==> config.mk <==
export PLATFORM = sky130hd
export DESIGN_NAME = ip_rx_dispatch
export DESIGN_NICKNAME = d
export VERILOG_FILES = /design/src/rtl/eth_pkg.sv /design/src/rtl/ip_hdr_checksum.sv /design/src/rtl/ip_rx_dispatch.sv
export SDC_FILE = /design/constraint.sdc
export NUM_CORES = 1
export LEC_CHECK = 0
export ABC_AREA = 1
export CORE_ASPECT_RATIO = 1.75
export CORE_MARGIN = 1.5
export CORE_UTILIZATION = 70
export DETAILED_ROUTE_END_ITERATION = 7
export DONT_BUFFER_PORTS = 1
export GPL_ROUTABILITY_DRIVEN = 0
export HOLD_SLACK_MARGIN = 0.03
export PLACE_DENSITY = 0.86
export SLEW_MARGIN = 20
export SYNTH_ARGS = -nofsm -noshare
export SYNTH_HDL_FRONTEND = slang
export SYNTH_HIERARCHICAL = 1
export SYNTH_SLANG_ARGS = --single-unit
==> constraint.sdc <==
create_clock -name clk -period 13.76 [get_ports clk]
set_clock_uncertainty 0.15 [all_clocks]
set_input_delay 2.752 -clock clk [delete_from_list [all_inputs] [get_ports clk]]
set_output_delay 2.752 -clock clk [all_outputs]
set_load 0.01 [all_outputs]
==> src/rtl/eth_pkg.sv <==
`default_nettype none
// ============================================================================
// eth_pkg : shared Ethernet/IPv4 RX constants and parser state encoding
// Revision: 1.0
// ============================================================================
package eth_pkg;

  typedef enum logic [2:0] {
    ST_IDLE    = 3'd0,
    ST_HDR     = 3'd1,
    ST_DATA    = 3'd2,
    ST_PAD     = 3'd3,
    ST_DISCARD = 3'd4
  } rx_state_e;

  localparam logic [3:0] IP_VERSION_4    = 4'd4;
  localparam logic [3:0] IP_MIN_IHL      = 4'd5;
  localparam logic [7:0] PROTO_ICMP      = 8'h01;
  localparam logic [7:0] PROTO_UDP       = 8'h11;
  localparam int         ETH_MIN_PAYLOAD = 46;

endpackage
`default_nettype wire

==> src/rtl/ip_hdr_checksum.sv <==
`default_nettype none
// ============================================================================
// ip_hdr_checksum : streaming ones'-complement sum of big-endian 16-bit words
// Revision: 1.0
// ============================================================================
module ip_hdr_checksum (
  input  logic       clk,
  input  logic       rst,
  input  logic       clear_i,
  input  logic       valid_i,
  input  logic [7:0] data_i,
  output logic       sum_ok_o
);

  logic [31:0] acc_q;
  logic [7:0]  hi_q;
  logic        odd_q;
  logic [31:0] w_final;
  logic [31:0] w_fold1;
  logic [31:0] w_fold2;

  always_ff @(posedge clk or posedge rst) begin
    if (rst) begin
      acc_q <= '0;
      hi_q  <= '0;
      odd_q <= 1'b0;
    end else if (clear_i) begin
      acc_q <= '0;
      hi_q  <= '0;
      odd_q <= 1'b0;
    end else if (valid_i) begin
      if (!odd_q) begin
        hi_q  <= data_i;
        odd_q <= 1'b1;
      end else begin
        acc_q <= acc_q + {16'd0, hi_q, data_i};
        odd_q <= 1'b0;
      end
    end
  end

  // Final word is folded in combinationally so the verdict is ready on the last byte.
  assign w_final  = acc_q + {16'd0, hi_q, data_i};
  assign w_fold1  = {16'd0, w_final[15:0]} + {16'd0, w_final[31:16]};
  assign w_fold2  = {16'd0, w_fold1[15:0]} + {16'd0, w_fold1[31:16]};
  assign sum_ok_o = (w_fold2[15:0] == 16'hFFFF);

endmodule
`default_nettype wire

==> src/rtl/ip_rx_dispatch.sv <==
`default_nettype none
// ============================================================================
// ip_rx_dispatch : IPv4 RX header parser/filter and protocol payload router
// Optional: IP_RX_BROADCAST_EN accepts limited-broadcast datagrams.
// Revision: 1.0
// ============================================================================
module ip_rx_dispatch
  import eth_pkg::*;
#(
  parameter int                     NUM_PROTO  = 2,
  parameter logic [NUM_PROTO*8-1:0] PROTO_LIST = {PROTO_UDP, PROTO_ICMP}
) (
  input  logic                 clk,
  input  logic                 rst,
  input  logic [31:0]          local_ip_addr,
  input  logic [47:0]          local_mac_addr,
  input  logic [47:0]          mac_rx_dest_mac_addr,
  input  logic                 ip_rx_req,
  input  logic                 ip_rx_valid,
  input  logic [7:0]           ip_rx_data,
  input  logic                 ip_rx_last,
  output logic [NUM_PROTO-1:0] proto_rx_req,
  output logic                 proto_rx_valid,
  output logic [7:0]           proto_rx_data,
  output logic                 proto_rx_end,
  output logic [15:0]          upper_layer_data_length,
  output logic [7:0]           net_protocol,
  output logic [31:0]          ip_rec_source_addr,
  output logic [31:0]          ip_rec_dest_addr,
  output logic                 ip_checksum_error,
  output logic                 ip_addr_check_error,
  output logic                 ip_hdr_error,
  output logic                 ip_len_error,
  output logic                 ip_proto_unsupported
);

  rx_state_e state_q, state_d;
  logic [15:0] cnt_q;
  logic [3:0]  ver_q, ver_d, ihl_q, ihl_d;
  logic [15:0] tot_q, tot_d;
  logic [7:0]  proto_q, proto_d;
  logic [31:0] src_q, src_d, dst_q, dst_d;

  logic [NUM_PROTO-1:0] req_q, req_d;
  logic        pv_q, pv_d, end_q, end_d;
  logic [7:0]  pd_q, pd_d, np_q, np_d;
  logic [15:0] ul_q, ul_d;
  logic [31:0] srco_q, srco_d, dsto_q, dsto_d;
  logic        cks_err_q, cks_err_d, addr_err_q, addr_err_d, hdr_err_q, hdr_err_d;
  logic        len_err_q, len_err_d, unsup_q, unsup_d;

  logic        w_hdr_byte, w_hdr_last, w_hdr_bad, w_cks_ok, w_cks_clr, w_addr_ok;
  logic [3:0]  w_ihl_eff;
  logic [15:0] w_hdr_len, w_pay_len;
  logic [NUM_PROTO-1:0] w_proto_hit;

  assign w_hdr_byte = (state_q == ST_HDR) && ip_rx_valid;
  assign w_cks_clr  = (state_q == ST_IDLE);
  // An undersized IHL still consumes 20 bytes so every fixed field is seen before the verdict.
  assign w_ihl_eff  = (ihl_q < IP_MIN_IHL) ? IP_MIN_IHL : ihl_q;
  assign w_hdr_len  = {10'd0, w_ihl_eff, 2'b00};
  assign w_pay_len  = tot_q - w_hdr_len;
  assign w_hdr_last = w_hdr_byte && (cnt_q == w_hdr_len - 16'd1);
  assign w_hdr_bad  = (ver_q != IP_VERSION_4) || (ihl_q < IP_MIN_IHL) ||
                      (tot_q < {10'd0, ihl_q, 2'b00});

  ip_hdr_checksum u_cks (
    .clk      (clk),
    .rst      (rst),
    .clear_i  (w_cks_clr),
    .valid_i  (w_hdr_byte),
    .data_i   (ip_rx_data),
    .sum_ok_o (w_cks_ok)
  );

`ifdef IP_RX_BROADCAST_EN
  logic w_mac_local, w_mac_bcast, w_ip_local, w_ip_bcast;
  assign w_mac_local = (mac_rx_dest_mac_addr == local_mac_addr);
  assign w_mac_bcast = (mac_rx_dest_mac_addr == 48'hFFFF_FFFF_FFFF);
  assign w_ip_local  = (dst_d == local_ip_addr);
  assign w_ip_bcast  = (dst_d == 32'hFFFF_FFFF);
  assign w_addr_ok   = (w_mac_local || (w_mac_bcast && w_ip_bcast)) && (w_ip_local || w_ip_bcast);
`else
  assign w_addr_ok   = (mac_rx_dest_mac_addr == local_mac_addr) && (dst_d == local_ip_addr);
`endif

  always_comb begin
    w_proto_hit = '0;
    for (int i = 0; i < NUM_PROTO; i++) begin
      if (proto_q == PROTO_LIST[8*i +: 8] && w_proto_hit == '0) w_proto_hit[i] = 1'b1;
    end
  end

  always_comb begin
    ver_d   = ver_q;
    ihl_d   = ihl_q;
    tot_d   = tot_q;
    proto_d = proto_q;
    src_d   = src_q;
    dst_d   = dst_q;
    if (w_hdr_byte) begin
      case (cnt_q)
        16'd0:                         {ver_d, ihl_d} = ip_rx_data;
        16'd2:                         tot_d[15:8]    = ip_rx_data;
        16'd3:                         tot_d[7:0]     = ip_rx_data;
        16'd9:                         proto_d        = ip_rx_data;
        16'd12, 16'd13, 16'd14, 16'd15: src_d         = {src_q[23:0], ip_rx_data};
        16'd16, 16'd17, 16'd18, 16'd19: dst_d         = {dst_q[23:0], ip_rx_data};
        default: ;
      endcase
    end
  end

  always_comb begin
    state_d    = state_q;
    req_d      = '0;
    pv_d       = 1'b0;
    pd_d       = pd_q;
    end_d      = 1'b0;
    ul_d       = ul_q;
    np_d       = np_q;
    srco_d     = srco_q;
    dsto_d     = dsto_q;
    cks_err_d  = 1'b0;
    addr_err_d = 1'b0;
    hdr_err_d  = 1'b0;
    len_err_d  = 1'b0;
    unsup_d    = 1'b0;
    case (state_q)
      ST_IDLE: if (ip_rx_req) state_d = ST_HDR;
      ST_HDR: if (ip_rx_valid) begin
        if (w_hdr_last) begin
          ul_d   = w_pay_len;
          np_d   = proto_q;
          srco_d = src_q;
          dsto_d = dst_d;
          if (w_hdr_bad)                            begin hdr_err_d  = 1'b1; state_d = ST_DISCARD; end
          else if (!w_cks_ok)                       begin cks_err_d  = 1'b1; state_d = ST_DISCARD; end
          else if (!w_addr_ok)                      begin addr_err_d = 1'b1; state_d = ST_DISCARD; end
          else if (w_proto_hit == '0)               begin unsup_d    = 1'b1; state_d = ST_DISCARD; end
          else if (ip_rx_last && w_pay_len != 16'd0) len_err_d = 1'b1;
          else begin
            req_d   = w_proto_hit;
            state_d = (w_pay_len == 16'd0) ? ST_PAD : ST_DATA;
          end
        end else if (ip_rx_last) begin
          len_err_d = 1'b1;
        end
        if (ip_rx_last) state_d = ST_IDLE;
      end
      ST_DATA: if (ip_rx_valid) begin
        pv_d = 1'b1;
        pd_d = ip_rx_data;
        if (cnt_q == tot_q - 16'd1) begin
          end_d   = 1'b1;
          state_d = ST_PAD;
        end else if (ip_rx_last) begin
          len_err_d = 1'b1;
        end
        if (ip_rx_last) state_d = ST_IDLE;
      end
      ST_PAD, ST_DISCARD: if (ip_rx_valid && ip_rx_last) state_d = ST_IDLE;
      default: state_d = ST_IDLE;
    endcase
  end

  always_ff @(posedge clk or posedge rst) begin
    if (rst) begin
      state_q <= ST_IDLE;
      cnt_q   <= '0;
      ver_q   <= '0;
      ihl_q   <= '0;
      tot_q   <= '0;
      proto_q <= '0;
      src_q   <= '0;
      dst_q   <= '0;
    end else begin
      state_q <= state_d;
      cnt_q   <= (state_q == ST_IDLE) ? 16'd0 : (ip_rx_valid ? cnt_q + 16'd1 : cnt_q);
      ver_q   <= ver_d;
      ihl_q   <= ihl_d;
      tot_q   <= tot_d;
      proto_q <= proto_d;
      src_q   <= src_d;
      dst_q   <= dst_d;
    end
  end

  always_ff @(posedge clk or posedge rst) begin
    if (rst) begin
      req_q      <= '0;
      pv_q       <= 1'b0;
      pd_q       <= '0;
      end_q      <= 1'b0;
      ul_q       <= '0;
      np_q       <= '0;
      srco_q     <= '0;
      dsto_q     <= '0;
      cks_err_q  <= 1'b0;
      addr_err_q <= 1'b0;
      hdr_err_q  <= 1'b0;
      len_err_q  <= 1'b0;
      unsup_q    <= 1'b0;
    end else begin
      req_q      <= req_d;
      pv_q       <= pv_d;
      pd_q       <= pd_d;
      end_q      <= end_d;
      ul_q       <= ul_d;
      np_q       <= np_d;
      srco_q     <= srco_d;
      dsto_q     <= dsto_d;
      cks_err_q  <= cks_err_d;
      addr_err_q <= addr_err_d;
      hdr_err_q  <= hdr_err_d;
      len_err_q  <= len_err_d;
      unsup_q    <= unsup_d;
    end
  end

  assign proto_rx_req            = req_q;
  assign proto_rx_valid          = pv_q;
  assign proto_rx_data           = pd_q;
  assign proto_rx_end            = end_q;
  assign upper_layer_data_length = ul_q;
  assign net_protocol            = np_q;
  assign ip_rec_source_addr      = srco_q;
  assign ip_rec_dest_addr        = dsto_q;
  assign ip_checksum_error       = cks_err_q;
  assign ip_addr_check_error     = addr_err_q;
  assign ip_hdr_error            = hdr_err_q;
  assign ip_len_error            = len_err_q;
  assign ip_proto_unsupported    = unsup_q;

endmodule
`default_nettype wire

# == Yosys cells after proc, flatten, opt, wreduce, memory -nomap -nowiden ==
# Cells that the tools add are included.
# op_classes
addsub,7
order_cmp,2
n_eq_ne,31
muxes,77
n_bitwise,1
reduce_logical,29
# ops
cell,count
two-way mux 32 bit,5
"== test 16 x 4 -> 1 bit, second input constant",5
"== test 16 x 5 -> 1 bit, second input constant",4
== test 48 bit,1
two-way mux 1 bit,43
two-way mux 3 bit,13
adder 32 x 16 -> 32 bit,1
== test 16 bit,2
"== test 16 x 2 -> 1 bit, second input constant",2
== test 32 bit,1
logical NOT 16 bit,2
two-way mux 16 bit,2
two-way mux 8 bit,3
adder 16 x 16 -> 17 bit,1
"adder 16 x 1 -> 16 bit, second input constant",1
adder 16 bit,1
"== test 16 bit, second input constant",1
< comparator 16 x 6 -> 1 bit,1
two-way mux 2 bit,8
AND reduction 2 bit,8
nonzero test 16 bit,1
"subtractor 16 x 1 -> 16 bit, second input constant",1
subtractor 16 x 6 -> 16 bit,1
one-hot mux 3 bit (4 select lines),1
other kinds (24),38
# word_totals
register_bits,261
input_bits,141
out_inout_bits,105
wordCells,172

# == Longest topological paths before layout ==
# logic_depth
word_depth,14
mapped_depth,43
depth_no_buf,43

# == By module ==
# The synthesis kept the hierarchy.
# modules_own_cells
module,n_inst,cells_each,area_per_inst_um2,seq_area_each_um2
ip_rx_dispatch,1,1394,11076.9,5505.3
ip_hdr_checksum,1,693,4324.1,1026.0

# == Worst setup path after synthesis ==
# OpenSTA, ideal clock, no wires.
# synth_path
path_type,input to register
start,in ip_rx_data[0]
end,reg len_err_q (netlist: ip_len_error)
setup_time_ns,0.071
arrival_time_ns,7.254
required_time_ns,13.539
path_slack_ns,6.285
path_stages,39
path_buffers,0
cell_sequence,ha_1 inv_1 fa_1 nand3b_1 nand2_1 nand2_1 nand2_1 nand4_1 nand2_1 nand2_1 nand2_1 nand2_1 inv_1 nand2_1 and2_1 ha_1 nand2_2 nor2_4 [... 3 more ...] a21oi_1 o21bai_1 ha_1 ha_1 nand3_1 nor3_1 nand2_1 nor3_1 nand3_1 nor2_1 nand2_1 nor2_1 inv_1 nor3_1 nand3_1 nand2_1 nand2_1 nor2_1
# synth_via
elab_cells_between_ends,14
cone_classes,add/sub (3); eq/ne (2); mux (8); reduce/logical (1)
# synth_rtl
item,line,source
"start, declared",ip_rx_dispatch.sv:20,"input logic [7:0] ip_rx_data,"
adder 32 x 16 -> 32 bit,ip_hdr_checksum.sv:43,"assign w_final = acc_q + {16'd0, hi_q, data_i};"
adder 16 x 16 -> 17 bit,ip_hdr_checksum.sv:44,"assign w_fold1 = {16'd0, w_final[15:0]} + {16'd0, w_final[31:16]};"
adder 16 bit,ip_hdr_checksum.sv:45,"assign w_fold2 = {16'd0, w_fold1[15:0]} + {16'd0, w_fold1[31:16]};"
== test 16 bit,ip_hdr_checksum.sv:46,assign sum_ok_o = (w_fold2[15:0] == 16'hFFFF);
named net w_cks_ok,ip_rx_dispatch.sv:52,"logic w_hdr_byte, w_hdr_last, w_hdr_bad, w_cks_ok, w_cks_clr, w_addr_ok;"
two-way mux 1 bit,ip_rx_dispatch.sv:138,else if (!w_cks_ok) begin cks_err_d = 1'b1; state_d = ST_DISCARD; end
two-way mux 1 bit,ip_rx_dispatch.sv:137,if (w_hdr_bad) begin hdr_err_d = 1'b1; state_d = ST_DISCARD; end
two-way mux 1 bit,ip_rx_dispatch.sv:132,if (w_hdr_last) begin
two-way mux 1 bit,ip_rx_dispatch.sv:131,ST_HDR: if (ip_rx_valid) begin
one-hot mux 1 bit (2 select lines),ip_rx_dispatch.sv:129,case (state_q)
named net len_err_d,ip_rx_dispatch.sv:50,"logic len_err_q, len_err_d, unsup_q, unsup_d;"
"end signal, assigned",ip_rx_dispatch.sv:216,len_err_q <= len_err_d;
"end, declared",ip_rx_dispatch.sv:50,
# The timed path passes the listed nets, and every way through them passes these cells.
# A chain may end at the register's enable or synchronous reset.

# == Worst setup path in the final report ==
# Ends and elaborated chain as after synthesis.

==> out/qor.txt <==
Critical path arrival: 8.27 ns
Peak VDD IR: 0.175 mV
Syn Std Cell Area: 0.0154 mm^2
Syn_nets: 2278
Routed wl met2: 22200 um
DR vias/cell: 5.98
Slowest CP cell: nor3_1
Ys flop type: dfrtp_1
DRT met1 WL: 14800 um
DRT iter0 DRCs: 1219
Setup tns final: 0 ns
Slew margin rel.: 37.0%
Core Area: 0.0216 mm^2
HPWL after DPL: 33300 um
Crit. End Element: flop
Cell area power density: 138 mW/mm^2
WP data required: 14.08 ns
PortBufs: 0
Tmin final: 7.94 ns
Post-route clock period utilization: 57.7%
Die Y: 199 um
Row count: 71
# IOs: 246
Pleak: 0.00857 uW
Critical Path Source Type: input pin
Longest Clk Path Bufs: 3
CP Class: input pin to flop
Met3 WL: 3590 um
Max Cap Viol: 0
Final setup vio count: 0
RR Startpoint: u_cks/acc_q[0]$_DFFE_PP0P_
Worst path max stage delay: 0.42 ns
Area grow syn2layout: 6.94%
Outcome: finished with violations
Post-synth EDFFs: 0
Pins Over Slew Limit: 0
#FFs+latches synth: 261
Wire per inst: 18.8 um
Chip width: 115 um
Largest net degree at the start of global routing: 137
Worst Hold Class: flop to flop
Setup Buffers After CTS: 0
Sequential power share: 39.0%
Top sig layer: met4
Place WS: 5.46 ns
Register area: 0.00653 mm^2
Worst-Skew Late Latency: 0.55 ns
Min-Delay Startpoint: src_q[16]$_DFFE_PP0P_
Post-CTS sizing: 0
Critical path origin: ip_rx_data[0]
Asr flop ratio synth: 100%
Detailed-route DRC error count: 2
Layout cell share with drive strength beyond 1: 5.46%
Warnings, synthesis: 6
Clock Tree Root: clkbuf_16
Antenna-violating nets left: 0
Drt first pass iters: 8
Clock share of power: 32.7%
GRT Overall Usage: 39.1%
Cell variety after synth: 52
Register area share after synthesis: 42.4%
Utilization after layout: 76.3%
Final WS setup: 5.82 ns
CP top delay family: simple AND/OR/NAND/NOR gates
# hold bufs at CTS: 0
Endpoints failing hold: 0
Total clock buffers created by CTS: 23
CTS H-tree lvls: 1
WHS: 0.338 ns
First-pass GRT wire length: 69600 um
Die area: 0.0229 mm^2
Worst Path Max Fanout: 6
# fillers: 1601
Switching power: 803 uW
Failing checks: design-rule violations
CTS sink count: 261
CTS tree: yes
Combinational share of power: 28.4%
Maximum clock frequency: 126 MHz
Initial antenna violation count: 0
Vias: 14200
Multi-input gate area: 0.00763 mm^2
Syn_area_per_cell: 7.38 um^2
Total gr overflow: 0
Reg clk slew, reported paths: 0.06 ns
Worst-margin pin slew: 0.945 ns
RSZ-0062 raised after global routing: false
PnR Total Power: 2270 uW
CP most frequent cell: nand2_1
Total buffers and inverters traversed by the critical path: 2
Vias in the first global route: 14300
Switching share of power: 35.4%
Initial Util: 71.3%
Number of nets in the layout: 2262
Total wire length: 44700 um
Cell internal pwr: 1470 uW
Cells after Synth: 2087
==> layout by cell type, fill, tap and decap left out, drive strengths merged <==
master	instances
nand3	123
o211ai	2
and2	13
xnor2	62
nor2	155
nand4	30
or2	8
ha	47
o21bai	3
o22ai	8
o21ai	171
diode	1
clkinvlp	1
xor2	43
bufinv	6
inv	268
a21o	1
a2111oi	2
nand3b	4
and3	1
nor2b	1
a211oi	3
nand2b	1
a31oi	1
clkinv	6
nor4	5
clkbuf	29
dfrtp	261
o21a	1
fa	3
nor3b	5
a21boi	1
buf	7
nand2	727
nor3	28
a31o	1
a22o	10
a21oi	49
==> through the flow <==
step	cells	instance area [um^2]
final	2380	16500
after global routing	2379	16500
after CTS	2379	16500
after detailed placement	2338	15600
after global placement	2338	15600
after floorplan	2087	15400
==> cells in the mapped netlist (11+ instances only) <==
cell      count  area share, %
nor2_1      143            3.5
xor2_1       43            2.4
ha_1         47            3.8
nand2_2      21           0.85
inv_2        11           0.27
and2_1       13           0.53
inv_1       256            6.2
nand2_1     705             17
nand3_1     119            3.9
nand4_1      30            1.2
a21oi_1      47            1.5
clkbuf_1     30           0.73
xnor2_1      62            3.5
nor3_1       26           0.84
o21ai_0     164            5.3
dfrtp_1     261             42
==> sequential cells by signal, indices dropped and copies added (netlist names), 16 cells and up <==
register / cells
upper_layer_data_length: 16
src_q: 32
u_cks/acc_q: 32
dst_q: 32
tot_q: 16
ip_rec_dest_addr: 32
ip_rec_source_addr: 32
cnt_q: 16
==> worst paths after layout <==
| check | to | slack, ns | cells past startpoint |
|---|---|---|---|
| max in group asynchronous | ip_rec_source_addr[26]$_DFFE_PP0P_ | 10.04 | 2 |
| min in group asynchronous | cnt_q[13]$_DFFE_PP0P_ | 2.08 | 1 |
| setup / recovery | ip_len_error$_DFF_PP0_ | 5.82 | 42 |
| setup reg to reg | ip_len_error$_DFF_PP0_ | 7.65 | 42 |
| hold / removal | src_q[16]$_DFFE_PP0P_ | 0.34 | 2 |
| hold reg to reg | src_q[16]$_DFFE_PP0P_ | 0.34 | 2 |
==> worst register-to-register path, delay by kind of cell, from the launching register on <==
family	cells	cell delay [ns]
simple gates	34	4.07
fa+ha+maj	4	1.13
flops	1	0.35
compound gates	2	0.22
buf+inv	2	0.15
==> logic make-up after synthesis <==
group                    after synthesis  share of synthesized area (%)
buffers and inverters                317                           8.14
AO/OA/AOI/OAI                        253                           8.92
AND/OR/NAND/NOR                     1101                           30.4
XOR/XNOR                             105                           5.97
flip-flops                           261                           42.4
adder cells (fa/ha/maj)               50                           4.21
==> final cells by class <==
cell class / instances / area share (%)
Antenna cell: 1 / 0.0152
Clock buffer: 29 / 3.87
Clock inverter: 12 / 1.38
Inverter: 269 / 6.19
Multi-Input combinational cell: 1509 / 46.3
Sequential cell: 261 / 39.7
Tap cell: 292 / 2.22
Timing Repair Buffer: 7 / 0.342
==> routing by layer <==
layer	GRT usage (%)	vias up
met1	40.1	6687
li1	-	6559
met4	30.3	0
met3	8.40	263
met2	68.4	715
met5	0	-
==> power by group through the flow <==
stage	sequential [uW]	combinational (uW)	clock, uW
finish	884	644	742
global route	887	714	777
global placement	893	597	0
CTS	882	629	742
detailed placement	895	622	0
floorplan	875	474	0
No activity file was read; power rests on OpenSTA's default activity.
